===== config.mk =====
export PLATFORM = sky130hd
export DESIGN_NAME = lut_cfg_loader
export DESIGN_NICKNAME = d
export VERILOG_FILES = /design/src/rtl/lut_cfg_pkg.sv /design/src/rtl/lut_cfg_loader_assembler.sv /design/src/rtl/lut_cfg_loader.sv
export SDC_FILE = /design/constraint.sdc
export NUM_CORES = 1
export LEC_CHECK = 0
export ABC_AREA = 1
export CORE_ASPECT_RATIO = 0.8
export CORE_UTILIZATION = 48
export DETAILED_ROUTE_END_ITERATION = 10
export PLACE_DENSITY_LB_ADDON = 0.25
export SLEW_MARGIN = 10
export SYNTH_ARGS = -nofsm -noshare
export SYNTH_HDL_FRONTEND = slang
export SYNTH_SLANG_ARGS = --single-unit

===== constraint.sdc =====
create_clock -name cclk -period 1.4 [get_ports cclk]
set_clock_uncertainty 0.05 [all_clocks]
set_input_delay 0.35 -clock cclk [delete_from_list [all_inputs] [get_ports cclk]]
set_output_delay 0.35 -clock cclk [all_outputs]
set_load 0.1 [all_outputs]

===== src/rtl/lut_cfg_pkg.sv =====
// lut_cfg_pkg: state encoding and parameter derivations shared by the LUT config loader
package lut_cfg_pkg;
  typedef enum logic [1:0] {IDLE, LOAD, COMMIT, DONE} state_t;
  function automatic int clog2(input int n);
    int r;
    r = 0;
    while ((1 << r) < n) r++;
    return r < 1 ? 1 : r;
  endfunction
  function automatic int cfg_width(input int inputs);
    return 2 * (1 << inputs) + 1;
  endfunction
  function automatic int words_per_lut(input int cfg_w, input int word_w);
    return (cfg_w + word_w - 1) / word_w;
  endfunction
endpackage


===== src/rtl/lut_cfg_loader_assembler.sv =====
// cfg_word_assembler: packs WORD_W words into a CFG_W frame
// cclk/rst_n clock and async active-low reset; clr empties the frame and
// rewinds the word counter; we writes data as the next word; frame_nxt is
// the frame including the word being written this cycle; last flags the final word.
module cfg_word_assembler
  import lut_cfg_pkg::*;
#(
  parameter int WORD_W = 8,
  parameter int CFG_W = 33,
  localparam int WORDS = words_per_lut(CFG_W, WORD_W),
  localparam int CNT_W = clog2(WORDS)
) (
  input  logic              cclk,
  input  logic              rst_n,
  input  logic              clr,
  input  logic              we,
  input  logic [WORD_W-1:0] data,
  output logic [CFG_W-1:0]  frame_nxt,
  output logic              last
);
  logic [CFG_W-1:0] frame;
  logic [CNT_W-1:0] cnt;
  assign last = cnt == CNT_W'(WORDS - 1);
  // bits of the final word above CFG_W-1 have no destination and are dropped
  always_comb begin
    frame_nxt = frame;
    for (int b = 0; b < CFG_W; b++)
      if (we && b / WORD_W == int'(cnt)) frame_nxt[b] = data[b % WORD_W];
  end
  always_ff @(posedge cclk or negedge rst_n)
    if (!rst_n) begin
      frame <= '0;
      cnt <= '0;
    end else if (clr) begin
      frame <= '0;
      cnt <= '0;
    end else if (we) begin
      frame <= frame_nxt;
      cnt <= last ? '0 : cnt + 1'b1;
    end
endmodule


===== src/rtl/lut_cfg_loader.sv =====
// lut_cfg_loader: streams config words into frames and commits one frame per LUT
// cclk/rst_n clock and async active-low reset; start begins a pass from IDLE;
// cfg_data/cfg_valid/cfg_ready word stream; config_out shared frame bus;
// cen_out one-hot enable pulsed in COMMIT; lut_idx LUT being loaded;
// busy high outside IDLE; done one-cycle end-of-pass pulse.
module lut_cfg_loader
  import lut_cfg_pkg::*;
#(
  parameter int INPUTS = 4,
  parameter int NUM_LUTS = 8,
  parameter int WORD_W = 8,
  localparam int CFG_W = cfg_width(INPUTS),
  localparam int IDX_W = clog2(NUM_LUTS)
) (
  input  logic                cclk,
  input  logic                rst_n,
  input  logic                start,
  input  logic [WORD_W-1:0]   cfg_data,
  input  logic                cfg_valid,
  output logic                cfg_ready,
  output logic [CFG_W-1:0]    config_out,
  output logic [NUM_LUTS-1:0] cen_out,
  output logic [IDX_W-1:0]    lut_idx,
  output logic                busy,
  output logic                done
);
  state_t state;
  logic we, clr, last;
  logic [CFG_W-1:0] frame_nxt;
  assign we = cfg_valid && cfg_ready;
  assign clr = (state == IDLE && start) || state == COMMIT;
  assign busy = state != IDLE;
  cfg_word_assembler #(.WORD_W(WORD_W), .CFG_W(CFG_W)) u_asm (
    .cclk(cclk),
    .rst_n(rst_n),
    .clr(clr),
    .we(we),
    .data(cfg_data),
    .frame_nxt(frame_nxt),
    .last(last)
  );
  // config_out is loaded on the edge entering COMMIT so it is already stable
  // while cen_out is high
  always_ff @(posedge cclk or negedge rst_n)
    if (!rst_n) begin
      state <= IDLE;
      cfg_ready <= 1'b0;
      config_out <= '0;
      cen_out <= '0;
      lut_idx <= '0;
      done <= 1'b0;
    end else begin
      cen_out <= '0;
      done <= 1'b0;
      case (state)
        IDLE: if (start) begin
          state <= LOAD;
          lut_idx <= '0;
          cfg_ready <= 1'b1;
        end
        LOAD: if (we && last) begin
          state <= COMMIT;
          cfg_ready <= 1'b0;
          config_out <= frame_nxt;
          cen_out <= NUM_LUTS'(1) << lut_idx;
        end
        COMMIT: if (lut_idx == IDX_W'(NUM_LUTS - 1)) begin
          state <= DONE;
          done <= 1'b1;
        end else begin
          state <= LOAD;
          lut_idx <= lut_idx + 1'b1;
          cfg_ready <= 1'b1;
        end
        DONE: state <= IDLE;
      endcase
    end
endmodule


==> metrics.md, run 1 <==
| Metric | Value |
|---|---|
| Initial antenna violation count | 4 |
| Syn avg cell area | 9.18 um^2 |
| # IOs | 59 |
| Setup Slack @ Placement | -0.375 ns |
| Synthesized area | 3790 um^2 |
| Number of library cell types mapped by synthesis | 28 |
| Synth warn | 0 |
| Exit stage | 5_1_grt |
| Width of the die | 101 um |
| Placer Congestion | 0.810 |
| GR repair worst EP | busy |
| Yosys top cell area share | 55.4% |
| PortBufs | 58 |
| Clk buf depth | 2 |
| Worst EP kind | primary output |
| Total track usage | 75.1% |
| Core Rows | 28 |
| Pin count of the biggest net entering global routing | 31 |
| Die Span Y | 81.5 um |
| Post-synthesis sequential area ratio | 55.4% |
| Dpl cells | 600 |
| Total CTS buffers | 9 |
| Cells after Synth | 413 |
| Starting density of the core | 50.3% |
| Status | did not finish |
| Final HPWL DP | 6590 um |
| H-tree levels | 3 |
| Post-synth top area cell | dfrtp_1 |
| Number of synthesized register bits | 84 |
| Clk Tree Root Cell | clkbuf_8 |
| Gr ovfl total | 101 |
| Synth area leaders | dfrtp_1 (55%), nand2_1 (12%), inv_1 (5.0%) |
| Post-synthesis net count | 436 |
| TritonCTS Sinks | 84 |
| Err | [ERROR GRT-0232] Routing congestion too high. Check the congestion heatmap in the GUI. |
## per-stage QoR
step                utilization, %  instance area [um^2]  hold WS (ns)
CTS                           88.2                  6650         0.389
detailed placement            73.3                  5520         0.219
global placement              73.3                  5520         0.221
floorplan                        -                  4080       0.00441
## logic make-up after synthesis
family | count (synthesis) | synth area share [%]
simple gates | 203 | 24.1
flops | 84 | 55.4
buf+inv | 71 | 8.78
compound gates | 43 | 7.79
fa+ha+maj | 11 | 3.63
mux | 1 | 0.264
## per-layer routing
| metal | overflow | GRT usage [%] |
|---|---|---|
| met3 | 0 | 51.6 |
| met4 | 36 | 86.4 |
| met1 | 0 | 75.3 |
| met5 | 0 | 3.21 |
| met2 | 65 | 96.2 |
## timing repair
action / in CTS
gates cloned: 7
buffers inserted: 27
pin swaps: 34
setup endpoints to repair: 79
resized for setup: 137
endpoints found under the hold margin: 19
hold buffers: 1
## Yosys cell counts (all sizes together)
| master | instances |
|---|---|
| o21ai | 38 |
| inv | 56 |
| nor3 | 6 |
| buf | 13 |
| nand4 | 1 |
| ha | 11 |
| o22ai | 4 |
| nand2 | 126 |
| and2 | 8 |
| mux2i | 1 |
| a21oi | 1 |
| nor2 | 35 |
| clkinv | 1 |
| clkbuf | 1 |
| nand3 | 26 |
| or2 | 1 |
| dfrtp | 84 |
==> run 2: changes to the inputs <==
--- a/config.mk
+++ b/config.mk
@@ -6,10 +6,9 @@
 export NUM_CORES = 1
 export LEC_CHECK = 0
 export ABC_AREA = 1
-export CORE_ASPECT_RATIO = 0.8
-export CORE_UTILIZATION = 48
+export CORE_UTILIZATION = 39
 export DETAILED_ROUTE_END_ITERATION = 10
-export PLACE_DENSITY_LB_ADDON = 0.25
+export PLACE_DENSITY_LB_ADDON = 0.15
 export SLEW_MARGIN = 10
 export SYNTH_ARGS = -nofsm -noshare
 export SYNTH_HDL_FRONTEND = slang
==> constraint.sdc (replaced) <==
create_clock -name cclk -period 1.8 [get_ports cclk]
set_clock_uncertainty 0.05 [all_clocks]
set_input_delay 0.45 -clock cclk [delete_from_list [all_inputs] [get_ports cclk]]
set_output_delay 0.45 -clock cclk [all_outputs]
set_load 0.1 [all_outputs]
==> metrics.md, run 2 <==
| Metric | Value |
|---|---|
| Status | finished, final reports clean |
| Vias after detailed routing | 2835 |
| Met2 WL | 3760 um |
| Most used DFF post-synth | dfrtp_1 |
| Ys async rst share | 100% |
| M1 wire length | 3950 um |
| Post-layout nets | 507 |
| DIE AREA | 10100 um^2 |
| Worst vdd ir | 0.801 mV |
| Synth warn | 0 |
| Worst skew pair latency | 0.36 ns |
| Critical path arrival | 1.23 ns |
| # IOs | 59 |
| TritonCTS Sinks | 84 |
| Post-synth EDFFs | 0 |
| Cells after Synth | 413 |
| DR DRC count | 0 |
| Top Layer Used | met4 |
| Hold WC Path Type | primary input to async pin |
| Power Total | 7.89 mW |
| CTS tree | done |
| Fmax | 577 MHz |
| Share of cells above drive strength 1 | 26.0% |
| Drt wl/cell | 13.2 um |
| Clk buf depth | 2 |
| Most frequent cells in the layout | nand2_1 (120), dfrtp_1 (80), buf_12 (52), inv_1 (51), nor2_1 (29) |
| Largest regs | config_out: 33 flops, u_asm.frame: 33 flops, cen_out: 8 flops |
| Relative slew slack | 70.9% |
| Top post-synthesis cells by count | nand2_1 (120), dfrtp_1 (84), inv_1 (51) |
| Final Non-Filler Cells | 618 |
| Least-Margin Pin Slew | 0.432 ns |
| Yosys top cell area share | 55.4% |
| Total CTS buffers | 9 |
| Kind of critical path | flip-flop to primary output |
| Diode count | 0 |
| Most common cell after layout, fill and taps aside | nand2_1 |
| Number of synthesized register bits | 84 |
| Design area | 5290 um^2 |
| Pin count of the biggest net entering global routing | 37 |
| Routed wl met3 | 342 um |
| DP Area | 5060 um^2 |
| First-pass GRT wire length | 13900 um |
| Post-synth top area cell | dfrtp_1 |
| Power Dens Cells | 1490 nW/um^2 |
| Syn avg cell area | 9.18 um^2 |
| Post-synthesis net count | 436 |
| Post-synthesis sequential area ratio | 55.4% |
| Dpl cells | 601 |
| Core area | 9330 um^2 |
| Synth area leaders | dfrtp_1 (55%), nand2_1 (12%), inv_1 (5.0%) |
| WP data required | 1.30 ns |
| Final setup fails | 0 |
| Number of global-route vias before repair | 2773 |
| Total track usage | 18.1% |
| Clk Tree Root Cell | clkbuf_8 |
| DR vias/cell | 4.59 |
| Crit end category | primary output |
| Number of library cell types mapped by synthesis | 28 |
| Drt pass-1 iters | 4 |
| Routed wire length | 8190 um |
| Layout area overhead | 39.5% |
| Starting density of the core | 40.6% |
| Final Max Slew Viols | 0 |
| Worst setup SP type | flip-flop |
| PortBufs | 58 |
| Leakage | 2.65 nW |
| Clock transition at path regs | 0.09 ns |
| Routed Antenna Nets | 0 |
| Width of the die | 101 um |
| Final worst-path cycle share | 96.4% |
| Min Clock Period, post-route | 1.73 ns |
| Placer Congestion | 0.838 |
| Synthesized area | 3790 um^2 |
| Unrepaired setup endpoints after global routing | no |
| Final HPWL DP | 5620 um |
| Initial antenna violation count | 0 |
| Hold Fails Final Rpt | 0 |
| Die Span Y | 101 um |
| Post-CTS Setup Bufs | 0 |
| Core Rows | 35 |
| Maxcap violations | 0 |
| Max FO, Critical Path | 5 |
| H-tree levels | 3 |
| DR iter-0 viols | 157 |
| Gr ovfl total | 0 |
| Most numerous cell in the Yosys netlist | nand2_1 |
run 2: cell counts after synthesis:
No cell type changed its count.
run 2: report_power, final:
part           switching (mW)  internal (mW)  total, mW
Sequential              0.318           2.31       2.63
Combinational            2.55           1.28       3.83
Clock                   0.730          0.692       1.42
Total                    3.60           4.29       7.89
run 2: worst paths after layout:
| path | depth (start not counted) | start | slack [ns] | endpoint |
|---|---|---|---|---|
| hold reg to reg | 2 | cfg_ready$_DFFE_PN0P_ | 0.50 | cfg_ready$_DFFE_PN0P_ |
| max in group asynchronous | 3 | rst_n | 0.72 | cfg_ready$_DFFE_PN0P_ |
| setup / recovery | 3 | state[1]$_DFFE_PN0P_ | 0.07 | busy |
| hold / removal | 2 | rst_n | 0.50 | done$_DFF_PN0_ |
| setup reg to reg | 10 | u_asm.cnt[0]$_DFFE_PN0P_ | 0.14 | config_out[8]$_DFFE_PN0P_ |
| min in group cclk | 2 | cfg_ready$_DFFE_PN0P_ | 0.50 | cfg_ready$_DFFE_PN0P_ |
run 2: routing by layer:
layer / global-route usage (%) / vias to the layer above
met2: 27.7 / 66
li1: - / 1425
met1: 25.2 / 1332
met5: 0 / -
met4: 6.58 / 0
met3: 4.23 / 12
run 2: what timing repair did:
action | CTS | global route
hold buffers | 1 | 0
resized for setup | 0 | 2
setup endpoints to repair | 0 | 17
hold endpoints to repair | 20 | 0
run 2: per-stage QoR:
stage / utilization, % / TNS [ns] / setup slack (ns) / hold slack, ns
floorplan: - / 0 / 0.0910 / 0.104
global placement: 54.3 / -1.92 / -0.0645 / 0.336
detailed placement: 54.3 / -3.28 / -0.0908 / 0.344
CTS: 56.6 / 0 / 0.0440 / 0.498
global route: 56.7 / 0 / 0.000469 / 0.517
finish: 56.7 / 0 / 0.0656 / 0.501
run 2: layout make-up:
cell class                 instances  area, um^2
sequential                        84        2110
tap                              129         161
inverter                          57         216
multi-input combinational        258        1360
clock buffer                      10         138
fill                             833        4040
clock inverter                     6        70.1
timing repair buffer              74        1230
run 2: kinds of logic (layout without fill, tap and decap cells):
logic type / after synthesis / in the layout / synth area share (%)
buffers and inverters: 71 / 147 / 8.78
DFF: 84 / 84 / 55.4
AOI/OAI and AO/OA: 43 / 43 / 7.79
adders and majority gates: 11 / 11 / 3.63
muxes: 1 / 1 / 0.264
and+or+nand+nor: 203 / 203 / 24.1
run 2: worst max-delay path, cell delays in order (launching register included):
cell and delay (ns):
dfrtp_1 0.46, nor2_2 0.15, inv_1 0.09, buf_12 0.17
(Power assumes the default switching activity.)
==> run 3: changes to the inputs <==
--- a/config.mk
+++ b/config.mk
@@ -6,10 +6,10 @@
 export NUM_CORES = 1
 export LEC_CHECK = 0
 export ABC_AREA = 1
+export CORE_MARGIN = 8
 export CORE_UTILIZATION = 39
 export DETAILED_ROUTE_END_ITERATION = 10
 export PLACE_DENSITY_LB_ADDON = 0.15
-export SLEW_MARGIN = 10
 export SYNTH_ARGS = -nofsm -noshare
 export SYNTH_HDL_FRONTEND = slang
 export SYNTH_SLANG_ARGS = --single-unit
==> metrics.md, run 3 (same netlist as run 2, synthesis figures left out) <==
| Metric | Value |
|---|---|
| Hold WC Path Type | flip-flop to flip-flop |
| Worst vdd ir | 1.13 mV |
| Clk buf depth | 2 |
| DR iter-0 viols | 187 |
| Final Max Slew Viols | 0 |
| DP Area | 5080 um^2 |
| TritonCTS Sinks | 84 |
| Core area | 9590 um^2 |
| Pin count of the biggest net entering global routing | 33 |
| Least-Margin Pin Slew | 0.410 ns |
| Worst R2R Setup Slack | 0.16 ns |
| Post-CTS Setup Bufs | 0 |
| Clock transition at path regs | 0.09 ns |
| Total Neg Setup Slack | 0 ns |
| Starting density of the core | 39.5% |
| CP max stage delay | 0.46 ns |
| Most frequent cells in the layout | nand2_1 (120), dfrtp_1 (79), buf_12 (52), inv_1 (51), nor2_1 (29) |
| Initial antenna violation count | 0 |
| Layout area overhead | 41.1% |
| Max FO, Critical Path | 5 |
| Final worst-path cycle share | 94.3% |
| Hold Fails Final Rpt | 0 |
| Met2 WL | 3860 um |
| Leakage | 2.68 nW |
| Routed wire length | 8510 um |
| CTS tree | done |
| DR vias/cell | 4.51 |
| DR DRC count | 0 |
| Min Clock Period, post-route | 1.70 ns |
| Drt wl/cell | 13.7 um |
| DIE AREA | 13100 um^2 |
| Slowest-stage cell, CP | dfrtp_2 |
| Number of global-route vias before repair | 2983 |
| Vias after detailed routing | 2811 |
| Unrepaired setup endpoints after global routing | no |
| Final setup fails | 0 |
| Total CTS buffers | 9 |
| Worst skew pair latency | 0.36 ns |
| H-tree levels | 3 |
| PortBufs | 58 |
| Routed wl met3 | 627 um |
| Final worst slack | 0.103 ns |
| Dpl cells | 606 |
| Clk Tree Root Cell | clkbuf_8 |
| Diode count | 0 |
| Critical path, cell by cell | nor2_2 > inv_1 > buf_12 |
| Status | finished, final reports clean |
| Power Dens Cells | 1520 nW/um^2 |
| Relative slew slack | 72.6% |
| Largest regs | config_out: 33 flops, u_asm.frame: 33 flops, cen_out: 8 flops |
| Maxcap violations | 0 |
| Fmax | 589 MHz |
| Worst hold stages | 2 |
| Top Layer Used | met4 |
| Reg2Reg Capture Point | config_out[5]$_DFFE_PN0P_ |
| M1 wire length | 3960 um |
| Kind of critical path | flip-flop to primary output |
| Worst reg-to-reg path cell count | 10 |
| Most common cell after layout, fill and taps aside | nand2_1 |
| WP data required | 1.30 ns |
| Routed Antenna Nets | 0 |
| Setup Slack @ Placement | -0.0813 ns |
| Hold Path End | cfg_ready$_DFFE_PN0P_ |
| Launching point of the worst reg2reg path | u_asm.cnt[0]$_DFFE_PN0P_ |
| Width of the die | 115 um |
| Crit end category | primary output |
| Placer Congestion | 0.794 |
| Total track usage | 14.5% |
| Critical path arrival | 1.20 ns |
| Gr ovfl total | 0 |
| First-pass GRT wire length | 14800 um |
| Min-Delay Startpoint | cfg_ready$_DFFE_PN0P_ |
| Final Non-Filler Cells | 623 |
| Post-layout nets | 508 |
| # IOs | 59 |
| Drt pass-1 iters | 4 |
| Share of cells above drive strength 1 | 26.1% |
| Worst setup SP type | flip-flop |
| Core Rows | 36 |
| Design area | 5350 um^2 |
| Final HPWL DP | 6100 um |
| Die Span Y | 115 um |
run 3: cell count changes in the layout (fill, tap and decap cells not counted), sizes merged:
cell    delta
bufinv     +2
buf        +1
clkinv     -2
inv        -1
clkbuf     +1
run 3: metrics by stage:
stage / hold slack [ns] / power (mW) / utilization (%)
finish: 0.489 / 8.14 / 55.8
global placement: 0.356 / 6.47 / 52.9
CTS: 0.496 / 8.18 / 55.6
global route: 0.520 / 8.65 / 55.8
detailed placement: 0.359 / 6.51 / 52.9
floorplan: 0.104 / 5.14 / -
run 3: repair_timing:
item | CTS | global route
hold buffers | 1 | 0
endpoints found under the setup margin | 0 | 17
resized for setup | 0 | 4
endpoints found under the hold margin | 25 | 0
run 3: area by class of cell:
| cell class | instances | area, um^2 |
|---|---|---|
| Clock buffer | 11 | 141 |
| Clock inverter | 5 | 108 |
| Fill cell | 873 | 4240 |
| Inverter | 57 | 216 |
| Multi-Input combinational cell | 258 | 1370 |
| Sequential cell | 84 | 2110 |
| Tap cell | 133 | 166 |
| Timing Repair Buffer | 75 | 1240 |
run 3: worst max path at each step:
| stage | from | slack (ns) | to | cells past startpoint |
|---|---|---|---|---|
| 2_1_floorplan | lut_idx[1]$_DFFE_PN0P_ | 0.09 | lut_idx[1]$_DFFE_PN0P_ | 6 |
| 3_3_place_gp | cfg_valid | -0.06 | u_asm.frame[31]$_DFFE_PN0P_ | 7 |
| 3_5_place_dp | cfg_valid | -0.08 | config_out[5]$_DFFE_PN0P_ | 9 |
| 4_1_cts | state[1]$_DFFE_PN0P_ | 0.04 | busy | 3 |
| 5_1_grt | u_asm.cnt[0]$_DFFE_PN0P_ | 0.02 | config_out[22]$_DFFE_PN0P_ | 10 |
| 6_report | state[1]$_DFFE_PN0P_ | 0.10 | busy | 3 |
run 3: metal layers:
| metal | track usage, % | vias to the layer above |
|---|---|---|
| li1 | - | 1427 |
| met1 | 19.1 | 1317 |
| met2 | 21.4 | 63 |
| met3 | 5.33 | 4 |
| met4 | 4.53 | 0 |
| met5 | 0 | - |
run 3: power breakdown:
| part | total (mW) | switching (mW) | internal (mW) | leakage, nW |
|---|---|---|---|---|
| Combinational | 3.86 | 2.57 | 1.29 | 1.42 |
| Sequential | 2.63 | 0.311 | 2.32 | 1.14 |
| Clock | 1.65 | 0.685 | 0.968 | 0.124 |
run 3: critical path, delay by kind of cell, from the launching register on:
family | cells | cell delay, ns
buffers and inverters | 2 | 0.26
AND/OR/NAND/NOR | 1 | 0.13
flip-flops | 1 | 0.46
==> variant: new RTL, settings of run 2 <==
`NUM_LUTS`: 8 -> 12.
--- a/src/rtl/lut_cfg_loader.sv
+++ b/src/rtl/lut_cfg_loader.sv
@@ -8,5 +8,5 @@
 #(
   parameter int INPUTS = 4,
-  parameter int NUM_LUTS = 8,
+  parameter int NUM_LUTS = 12,
   parameter int WORD_W = 8,
   localparam int CFG_W = cfg_width(INPUTS),
Ports: changed (resized cen_out and lut_idx); port bits go from 59 to 64. No check against the original RTL was run, so the function may have changed too.
==> variant against run 2 <==
Total power up 4.2%; core utilization down 0.21 points; sequential cell count up 5; register-to-register slack better by 0.04 ns; synthesized area up 3.4%; worst setup slack better by 0.014 ns; critical path type unchanged; sequential share of layout area up 0.59 points; worst hold slack worse by 0.0029 ns; final area up 4.4%; largest power group unchanged; wire length up 1.3%.
==> variant: results (changes against run 2) <==
* Outcome: finished clean
* TritonCTS Buffers at 9 (unchanged)
* Ys async rst share at 1.00 (unchanged)
* Maximum number of pins on one net before global-route repair at 39 (+5.4%)
* Min Tclk post-route at 1.72 ns (-0.0142 ns)
* Hold depth at 2
* Reg2Reg Setup Slack at 0.18 ns (+0.04 ns)
* Leak at 2.77 nW (+4.4%)
* Critical Path Source: state[1]
* Top Registers: config_out x33, u_asm.frame x33, cen_out x12
* Layout cells sized above 1 at 0.242 (-0.0177)
* Hold Crit Class: register to register
* Worst reg2reg path depth at 7 (-3)
* H-tree Lvls at 3 (unchanged)
* Setup violators final at 0 (unchanged)
* Seq/Total Area, Yosys at 0.568 (+0.0139)
* Synth top area cells: dfrtp_1 57%, nand2_1 13%, nand3_1 4.1%
* Drt total wl at 8290 µm (+1.3%)
* Filler instances at 869 (+4.3%)
* Worst-path clk slew at 0.08 ns
* VDD IR-drop max at 0.000544 V (-32%)
* CP max-delay cell: dfrtp_1
* Initial antenna violation count at 0 (unchanged)
* Syn Nets at 449 (+3.0%)
* Global-route wire length before repair at 14,000 µm (+1.0%)
* Avg Vias per Cell at 4.60 (+0.37%)
* Layout net count at 522 (+3.0%)
* Yosys warns at 0 (unchanged)
* Starting DRC count in detailed routing at 131 (-17%)
* Slew Viols, Final at 0 (unchanged)
* CP Max Fanout at 5 (unchanged)
* Commonest cells in the netlist: 134 x nand2_1, 89 x dfrtp_1, 38 x nor2_1
* Pre-CTS setup slack at -0.0856 ns (+0.00525 ns)
* Port Buffers at 63 (+8.6%)
* Antenna diodes at 0 (unchanged)
* Total track usage at 0.177 (-0.00403)
* Detailed Place HPWL at 5850 µm (+4.1%)
* CP peak stage delay at 0.44 ns (-0.02 ns)
* Library cells used by synthesis at 24 (-14%)
* Vias in the first global route at 2,911 (+5.0%)
* GP Congestion at 0.800 (-4.5%)
* Max-slew headroom at 0.711 (+0.00169)
* RR Startpoint: u_asm.cnt[0]
* Drt pass-1 iters at 4 (unchanged)
[variant: cell types whose count changed in the layout (fill, tap and decap cells not counted), sizes merged, moves of 3 or more]
cell	run 2	this run
or2	1	24
nand2	126	137
nor2	35	43
nor4	0	3
dfrtp	84	89
and2	8	0
inv	58	36
o21ai	38	26
o22ai	4	1
nand3	26	32
clkinv	4	0
[variant: final cells by class]
type	instances	area, µm²	share of cell area
multi-input cells	287	1430	0.258
inverters	36	143	0.0258
repair buffers	76	1320	0.240
well taps	133	166	0.0301
clock buffers	12	155	0.0281
clock inverters	4	75.1	0.0136
flip-flops and latches	89	2230	0.404
[variant: stage by stage]
stage	std cells	setup TNS [ns]	util	hold slack, ns	cell area, µm²
2_1_floorplan	426	0	-	0.104	3920
3_3_place_gp	620	-1.33	0.540	0.358	5280
3_5_place_dp	620	-2.40	0.540	0.375	5280
4_1_cts	637	0	0.565	0.501	5520
5_1_grt	637	0	0.565	0.515	5520
6_report	637	0	0.565	0.498	5520
[variant: path summary, 6_finish.rpt]
kind                             endpoint
setup / recovery                     busy
hold / removal             config_out[20]
setup reg to reg           config_out[32]
hold reg to reg            config_out[20]
max in group asynchronous   config_out[1]
min in group asynchronous      lut_idx[3]
[variant: metal layers]
metal,GRT usage,share of wire,vias up
met5,0,0,-
met3,0.0287,0.031,18
met2,0.277,0.46,65
li1,-,-,1472
met1,0.237,0.48,1378
met4,0.0945,0.028,0
[variant: cells by family (layout without fill, tap and decap cells)]
logic type      count (synthesis)  count (layout)  share of synthesized area
buf+inv                        50             128                     0.0674
flops                          89              89                      0.568
fa+ha+maj                      11              11                     0.0351
compound gates                 28              28                     0.0415
xor+xnor                        1               1                    0.00224
simple gates                  247             247                      0.285
[variant: what timing repair did]
item / in CTS / in global routing
buffers inserted: 0 / 0
gates resized for setup: 0 / 1
hold buffers: 1 / 0
setup endpoints to repair: 0 / 1
endpoints found under the hold margin: 28 / 0
[variant: worst min-delay path, cell delays in order, from the launching register on]
cell and delay [ns]:
dfrtp_1 0.39, nand2_1 0.07, nand2_1 0.06
[variant: report_power, final]
part           internal [mW]  leakage [nW]  switching, mW
clock network          0.859         0.109          0.712
registers               2.47          1.21          0.340
logic                   1.37          1.45           2.47
